<file path="config.mk">
export PLATFORM = sky130hd
export DESIGN_NAME = iter_alu
export DESIGN_NICKNAME = d
export VERILOG_FILES = /design/src/rtl/iter_alu.sv
export SDC_FILE = /design/constraint.sdc
export NUM_CORES = 1
export LEC_CHECK = 0
export CAP_MARGIN = 25
export CORE_MARGIN = 5
export CORE_UTILIZATION = 45
export DETAILED_ROUTE_END_ITERATION = 10
export GPL_TIMING_DRIVEN = 0
export PLACE_DENSITY_LB_ADDON = 0.3
export SKIP_LAST_GASP = 1
export SYNTH_ARGS = -nofsm -noshare
export SYNTH_HDL_FRONTEND = slang
export SYNTH_SLANG_ARGS = --single-unit
</file>
<file path="constraint.sdc">
create_clock -name clock -period 7.24 [get_ports clock]
set_input_delay 1.448 -clock clock [delete_from_list [all_inputs] [get_ports clock]]
set_output_delay 1.448 -clock clock [all_outputs]
set_load 0.02 [all_outputs]
</file>
<file path="src/rtl/iter_alu.sv">
// Handshaked ALU: single-cycle add/sub/logic ops plus an iterative restoring
// divider for div/mod. The result is held until the consumer accepts it.
module iter_alu #(
    parameter int WIDTH = 16
) (
    input  logic             clock,
    input  logic             reset,
    input  logic             in_valid,
    output logic             in_ready,
    input  logic [WIDTH-1:0] in1,
    input  logic [WIDTH-1:0] in2,
    input  logic [2:0]       select,
    output logic             out_valid,
    input  logic             out_ready,
    output logic [WIDTH:0]   out,
    output logic             zero,
    output logic             div_by_zero,
    output logic             busy,
    output logic [1:0]       state_dbg
);

    // Handshake: a transfer happens on a rising edge where valid && ready;
    // valid never waits on ready, and ready depends only on the state register.
    typedef enum logic [1:0] {
        IDLE = 2'd0,
        DIV  = 2'd1,
        DONE = 2'd2
    } state_t;

    localparam int CW = $clog2(WIDTH);

    state_t           state, state_nx;
    logic [CW-1:0]    cnt;
    logic [WIDTH-1:0] quo_q, rem_q, dsr_q;
    logic             mod_q;
    logic [WIDTH:0]   out_q;
    logic             zero_q, dbz_q;

    logic             accept, is_divop, div_path, last_step;
    logic [WIDTH:0]   single_res;
    logic             single_dbz;
    logic [WIDTH:0]   shifted;
    logic [WIDTH-1:0] diff, rem_nx, quo_nx;
    logic             fits;
    logic [WIDTH:0]   res_nx;
    logic             dbz_nx, load;

    assign accept    = in_valid && (state == IDLE);
    assign is_divop  = (select == 3'b010) || (select == 3'b011);
    assign div_path  = is_divop && (in2 != '0);
    assign last_step = (cnt == CW'(WIDTH - 1));

    assign in_ready    = (state == IDLE);
    assign out_valid   = (state == DONE);
    assign busy        = (state == DIV);
    assign out         = out_q;
    assign zero        = zero_q;
    assign div_by_zero = dbz_q;
    assign state_dbg   = state;

    always_ff @(posedge clock) begin
        if (reset) state <= IDLE;
        else       state <= state_nx;
    end

    always_comb begin
        state_nx = state;
        case (state)
            IDLE:    if (accept) state_nx = div_path ? DIV : DONE;
            DIV:     if (last_step) state_nx = DONE;
            DONE:    if (out_ready) state_nx = IDLE;
            default: state_nx = IDLE;
        endcase
    end

    always_comb begin
        single_res = '0;
        single_dbz = 1'b0;
        case (select)
            3'b000: single_res = {1'b0, in1} + {1'b0, in2};
            3'b001: single_res = {1'b0, in1} - {1'b0, in2};
            3'b010: begin
                single_res = {1'b0, {WIDTH{1'b1}}};
                single_dbz = 1'b1;
            end
            3'b011: begin
                single_res = {1'b0, in1};
                single_dbz = 1'b1;
            end
            3'b100: single_res = {1'b0, in1 & in2};
            3'b101: single_res = {1'b0, in1 | in2};
            3'b110: single_res = {1'b0, in1 ^ in2};
            default: single_res = {1'b0, ~(in1 ^ in2)};
        endcase
    end

    // One restoring step: shift the next dividend bit into the remainder and
    // subtract the divisor when it fits; the quotient bit records the outcome.
    always_comb begin
        shifted = {rem_q, quo_q[WIDTH-1]};
        fits    = (shifted >= {1'b0, dsr_q});
        diff    = shifted[WIDTH-1:0] - dsr_q;
        rem_nx  = fits ? diff : shifted[WIDTH-1:0];
        quo_nx  = {quo_q[WIDTH-2:0], fits};
    end

    always_comb begin
        res_nx = single_res;
        dbz_nx = single_dbz;
        load   = 1'b0;
        if (state == IDLE) begin
            load = accept && !div_path;
        end else if (state == DIV) begin
            res_nx = mod_q ? {1'b0, rem_nx} : {1'b0, quo_nx};
            dbz_nx = 1'b0;
            load   = last_step;
        end
    end

    always_ff @(posedge clock) begin
        if (reset) begin
            cnt    <= '0;
            quo_q  <= '0;
            rem_q  <= '0;
            dsr_q  <= '0;
            mod_q  <= 1'b0;
            out_q  <= '0;
            zero_q <= 1'b0;
            dbz_q  <= 1'b0;
        end else begin
            if (accept) begin
                quo_q <= in1;
                dsr_q <= in2;
                rem_q <= '0;
                cnt   <= '0;
                mod_q <= select[0];
            end else if (state == DIV) begin
                quo_q <= quo_nx;
                rem_q <= rem_nx;
                cnt   <= cnt + CW'(1);
            end
            if (load) begin
                out_q  <= res_nx;
                zero_q <= (res_nx[WIDTH-1:0] == '0);
                dbz_q  <= dbz_nx;
            end
        end
    end

endmodule

</file>
== Word-level counts from Yosys, hierarchy flattened ==
Cells that the tools add are included.
Word-level totals
  register bits after elaboration: 74
  bits of input ports: 39
  output and inout bits: 24
  logic and storage cells: 60
Cells by class
  add/sub/neg operators: 4
  $lt $le $gt $ge: 1
  eq/ne operators: 12
  mux-type cells: 17
  bitwise gates (word level): 4
  reductions and logical operators: 13
Operators by type and width (count)
  17-bit one-hot mux with 7 select lines: 1
  16-bit 2-to-1 mux: 4
  17-bit 2-to-1 mux: 2
  16-bit by 16-bit adder with 17-bit output: 1
  17-bit by 16-bit >= comparator with 1-bit output: 1
  16-bit by 16-bit subtractor with 17-bit output: 1
  16-bit AND: 1
  16-bit zero test: 1
  16-bit NOT: 1
  16-bit bitwise OR: 1
  16-bit nonzero test: 1
  16-bit subtractor: 1
  16-bit XOR: 1
  3-bit equality test, second input constant: 3
  2-bit 2-to-1 mux: 4
  3-bit by 2-bit equality test with 1-bit output, second input constant: 2
  2-bit by 1-bit != test with 1-bit output, second input constant: 3
  2-bit one-hot mux with 3 select lines: 1
  1-bit 2-to-1 mux: 5
  4-bit by 1-bit adder with 4-bit output, second input constant: 1
  4-bit equality test, second input constant: 1
  2-bit OR reduction: 2
  3-bit by 1-bit equality test with 1-bit output, second input constant: 1
  1-bit logical AND: 3
  8 further kinds: 8

== Logic depth before layout (Yosys ltp) ==
  word-level depth: 6
  mapped depth: 18
  mapped depth without buffers: 17

== Worst setup path after synthesis ==
No wires, ideal clock.
  kind: input -> register
  start: input port select[1]
  end: register zero_q (netlist: zero)
  data arrival time: 4.772 ns
  data required time: 7.156 ns
  slack: 2.384 ns
  cell stages on the path: 18
  path through: clkbuf_1 buf_2 nor2_1 clkbuf_1 nand2_1 nand2_1 xnor2_1 ha_1 clkbuf_1 and2_1 a311oi_1 a21oi_1 o41ai_1 or4_1 a31oi_1 nor4_1 nand4_1 o31ai_2
Between the ends
  word-level cells in the longest chain between the ends: 6
  elaborated cells between the ends (all ways): 16
Ends and longest elaborated chain
  from (decl): line 12  | input logic [2:0] select,
  branches (longest 6 deep; another with 17-bit one-hot mux with 7 select lines)
  to (signal assigned): line 144  | zero_q <= (res_nx[WIDTH-1:0] == '0);
  to (decl): line 37  | logic zero_q, dbz_q;
Parallel ways; which one is timed is not known.
A chain may end at the register's enable or synchronous reset.

== Final worst setup path ==
  start: input port select[2]
  end: register zero_q (netlist: zero)
Same word-level chain as after synthesis.

==> insert_results.sql <==
INSERT INTO impl_metrics (metric_group, metric, value, unit) VALUES
('clock_network', 'clock_tree_from_tritoncts', 'built', ''),
('pwr', 'power', '1490', 'uW'),
('setup_path', 'reg2reg_depth', '12', ''),
('setup_path', 'critical_path_endpoint_category', 'flip-flop', ''),
('layout', 'layout.filler_cells', '1499', ''),
('clock_network', 'insertion_delay', '350', 'ps'),
('timing', 'final.setup.tns', '0', 'ps'),
('grt', 'grtUsageTotal', '25.6', '%'),
('clock_network', 'tritoncts.num_buffers', '9', ''),
('synthesis', 'synthesis.yosys.warnings', '0', ''),
('floorplanning', 'die_h', '133', 'um'),
('setup_path', 'worstPathMaxFanout', '10', ''),
('floorplanning', 'die_span_x', '133', 'um'),
('floorplanning', 'row_count', '45', ''),
('drt', 'drt.antenna.violating_nets', '0', ''),
('layout', 'fin_cells', '1187', ''),
('setup_path', 'timing.critical_path.arrival', '6640', 'ps'),
('synthesis', 'synthArstFlopShare', '0', '%'),
('grt', 'grt_overflow_total', '0', ''),
('place', 'detailedPlacementHpwl', '18.2', 'mm'),
('timing', 'final_hold_viol_count', '0', ''),
('synthesis', 'mappedNetlistNets', '1031', ''),
('setup_path', 'cp_num_cells', '17', ''),
('clock_network', 'cts-htree-levels', '3', ''),
('setup_path', 'timing.critical_path.buf_inv', '3', ''),
('drt', 'routed_wl_met3', '2.36', 'mm'),
('setup_path', 'worstSetupPathType', 'in -> reg', ''),
('setup_path', 'regToRegEndpoint', 'zero$_SDFFE_PP0P_', ''),
('clock_network', 'clock_slew_at_the_register_clock_pins_of_the_worst_setup_and_hold_paths', '60', 'ps'),
('grt', 'grt_pass1_wl', '36.2', 'mm'),
('setup_path', 'cpMaxStageDelayCell', 'clkdlybuf4s50_1', ''),
('pwr', 'leakage_power_total', '0.00323', 'uW'),
('synthesis', 'ys_seq_area_share', '21.8', '%'),
('setup_path', 'worst_reg2reg_startpoint', 'dsr_q[14]$_SDFFE_PP0P_', ''),
('setup_path', 'worst_ep_required_time', '7510', 'ps'),
('grt', 'initial_antenna_violation_count', '0', ''),
('timing', 'achievable-frequency', '0.157', 'GHz'),
('setup_path', 'cpLargestDelayFamily', 'compound AO/OA/AOI/OAI gates', ''),
('timing', 'tightest_slew', '743', 'ps'),
('setup_path', 'timing.reg2reg.setup_slack', '3590', 'ps'),
('place', 'gp_routability_congestion', '0.932', ''),
('layout', 'num_antenna_cells', '0', ''),
('clock_network', 'clock_tree.root_cell', 'clkbuf_16', ''),
('floorplanning', 'pin_count', '63', ''),
('drt', 'highest_layer', 'met4', ''),
('synthesis', 'post_synth_instance_area', '6810', 'um2'),
('setup_path', 'type_of_element_launching_the_critical_path', 'input port', ''),
('clock_network', 'cts_sinks', '74', ''),
('clock_network', 'post-cts-setup-buffer-count', '0', ''),
('drt', 'drt-vias-per-instance', '6.16', ''),
('layout', 'areaGrowthSynthToFinish', '16.5', '%'),
('synthesis', 'synth.avg_cell_area', '7.37', 'um2'),
('place', 'port_buffers', '60', ''),
('setup_path', 'critPathMaxStageDelay', '510', 'ps'),
('synthesis', 'ys_types', '77', ''),
('timing', 'relSlewSlack', '50.5', '%'),
('setup_path', 'setup.worst_path.start', 'select[2]', ''),
('setup_path', 'timing.critical_path.to', 'zero$_SDFFE_PP0P_', ''),
('pwr', 'power_density_cells', '188', 'nW/um2'),
('clock_network', 'post_cts.resized_instances', '0', ''),
('pwr', 'peak_supply_drop', '122', 'uV'),
('synthesis', 'ys_dominant_reg_cell', 'dfxtp_1', ''),
('drt', 'route.met2.wl', '10.1', 'mm'),
('drt', 'vias', '7314', ''),
('timing', 'part_of_the_cycle_the_worst_path_needs', '88.1', '%'),
('clock_network', 'hold_buf_count_cts', '0', ''),
('synthesis', 'ys_seq_elements', '74', ''),
('run_status', 'result_of_the_run', 'complete, no violations', ''),
('timing', 'post-route-min-period', '6380', 'ps'),
('drt', 'total_iterations_of_the_first_detailed_routing_run', '5', ''),
('run', 'cap_violations', '0', '');
-- sequential cells by signal, indices dropped and copies added, names as in the netlist --
signal / cells
rem_q: 16
state_dbg: 2
zero: 1
mod_q: 1
out: 17
dsr_q: 16
div_by_zero: 1
cnt: 4
quo_q: 16
-- stage by stage --
| step | util (%) | setup slack, ps | area, um2 | hold slack [ps] |
|---|---|---|---|---|
| after floorplan | - | 2380 | 6810 | 436 |
| final | 52.8 | 860 | 7930 | 448 |
| after CTS | 52.8 | 1030 | 7930 | 451 |
| after detailed placement | 50.8 | 718 | 7640 | 443 |
| after global placement | 50.8 | 671 | 7640 | 440 |
| after global routing | 52.8 | 659 | 7930 | 467 |
-- routing by layer --
metal	global-route usage, %	up-vias
li1	-	3481
met1	35.3	3396
met2	39.8	372
met3	5.10	65
met4	9.24	0
met5	0	-
-- cell usage after synthesis (6+ instances only) --
cell type / instances / area [um2]
a221oi_1: 6 / 52.6
a21o_1: 12 / 90.1
and2_1: 7 / 43.8
nand2_1: 126 / 473
buf_2: 10 / 50.1
nand3_1: 20 / 100
nand2b_1: 12 / 75.1
a31oi_1: 11 / 68.8
o211ai_1: 8 / 60.1
nor3_1: 21 / 105
o21a_1: 9 / 67.6
a211oi_1: 25 / 188
o21ai_0: 44 / 220
a21oi_1: 94 / 470
mux2i_1: 29 / 290
xnor2_1: 26 / 228
nand4_1: 7 / 43.8
xor2_1: 7 / 61.3
clkbuf_1: 28 / 105
buf_1: 10 / 37.5
o31ai_1: 7 / 52.6
inv_1: 65 / 244
dfxtp_1: 74 / 1480
and3_1: 8 / 50.1
a22oi_1: 18 / 135
o22ai_1: 11 / 68.8
nor2_1: 66 / 248
nor2b_1: 8 / 50.1
ha_1: 66 / 826
-- cell usage in the layout, fill, tap and decap left out, types with 5 or more instances in the layout --
cell type          n
a211oi_1          25
a21o_1            12
a21oi_1           94
a221oi_1           6
a22oi_1           18
a31oi_1           11
and2_1             7
and3_1             8
buf_1             10
buf_2             10
clkbuf_1          30
clkbuf_16          9
clkdlybuf4s50_1   60
dfxtp_1           74
ha_1              66
inv_1             65
mux2i_1           29
nand2_1          126
nand2b_1          12
nand3_1           20
nand3b_1           5
nand4_1            7
nor2_1            66
nor2b_1            8
nor3_1            21
nor3b_1            5
o2111ai_1          5
o211ai_1           8
o21a_1             9
o21ai_0           44
o22ai_1           11
o31ai_1            7
xnor2_1           26
xor2_1             7
-- report_power, final --
| part | total (uW) | internal [uW] | switching, uW |
|---|---|---|---|
| sequential | 451 | 433 | 18.0 |
| clock | 444 | 273 | 170 |
| combinational | 599 | 234 | 365 |
| total | 1490 | 940 | 554 |
-- worst register-to-register path, stage by stage (launching register included) --
cell and delay [ps]:
dfxtp_1 350, inv_1 50, ha_1 350, a21o_1 270, a211oi_1 510, nand2_1 210, o21a_1 170, buf_6 140
mux2i_1 300, a211oi_1 220, a2111oi_1 550, nand4_1 220, o31ai_2 230
-- logic make-up (layout without fill, tap and decap cells) --
logic type      count (synthesis)  in the layout  share of synthesized area [%]
fa+ha+maj                      68             68                           12.7
buf+inv                       117            192                           6.97
xor+xnor                       33             33                           4.25
flops                          74             74                           21.8
compound gates                293            293                           28.4
mux                            32             32                           4.76
simple gates                  307            307                           21.2
-- cell type report --
class	instances	area, um2	area share (%)
Inverter	66	248	3.12
Tap cell	188	235	2.97
Multi-Input combinational cell	733	4850	61.2
Clock inverter	3	40.0	0.505
Timing Repair Buffer	60	601	7.57
Buffer	51	226	2.86
Clock buffer	12	246	3.11
Sequential cell	74	1480	18.7
-- worst min-delay path by stage --
stage | start | to | slack [ps] | cells past startpoint
detailed placement | out[6]$_SDFFE_PP0P_ | out[6]$_SDFFE_PP0P_ | 440 | 2
CTS | out[6]$_SDFFE_PP0P_ | out[6]$_SDFFE_PP0P_ | 450 | 2
global route | out[6]$_SDFFE_PP0P_ | out[6]$_SDFFE_PP0P_ | 470 | 2
global placement | out[6]$_SDFFE_PP0P_ | out[6]$_SDFFE_PP0P_ | 440 | 2
finish | out[6]$_SDFFE_PP0P_ | out[6]$_SDFFE_PP0P_ | 450 | 2
floorplan | dsr_q[10]$_SDFFE_PP0P_ | dsr_q[10]$_SDFFE_PP0P_ | 440 | 2
No activity file was read; power rests on OpenSTA's default activity.
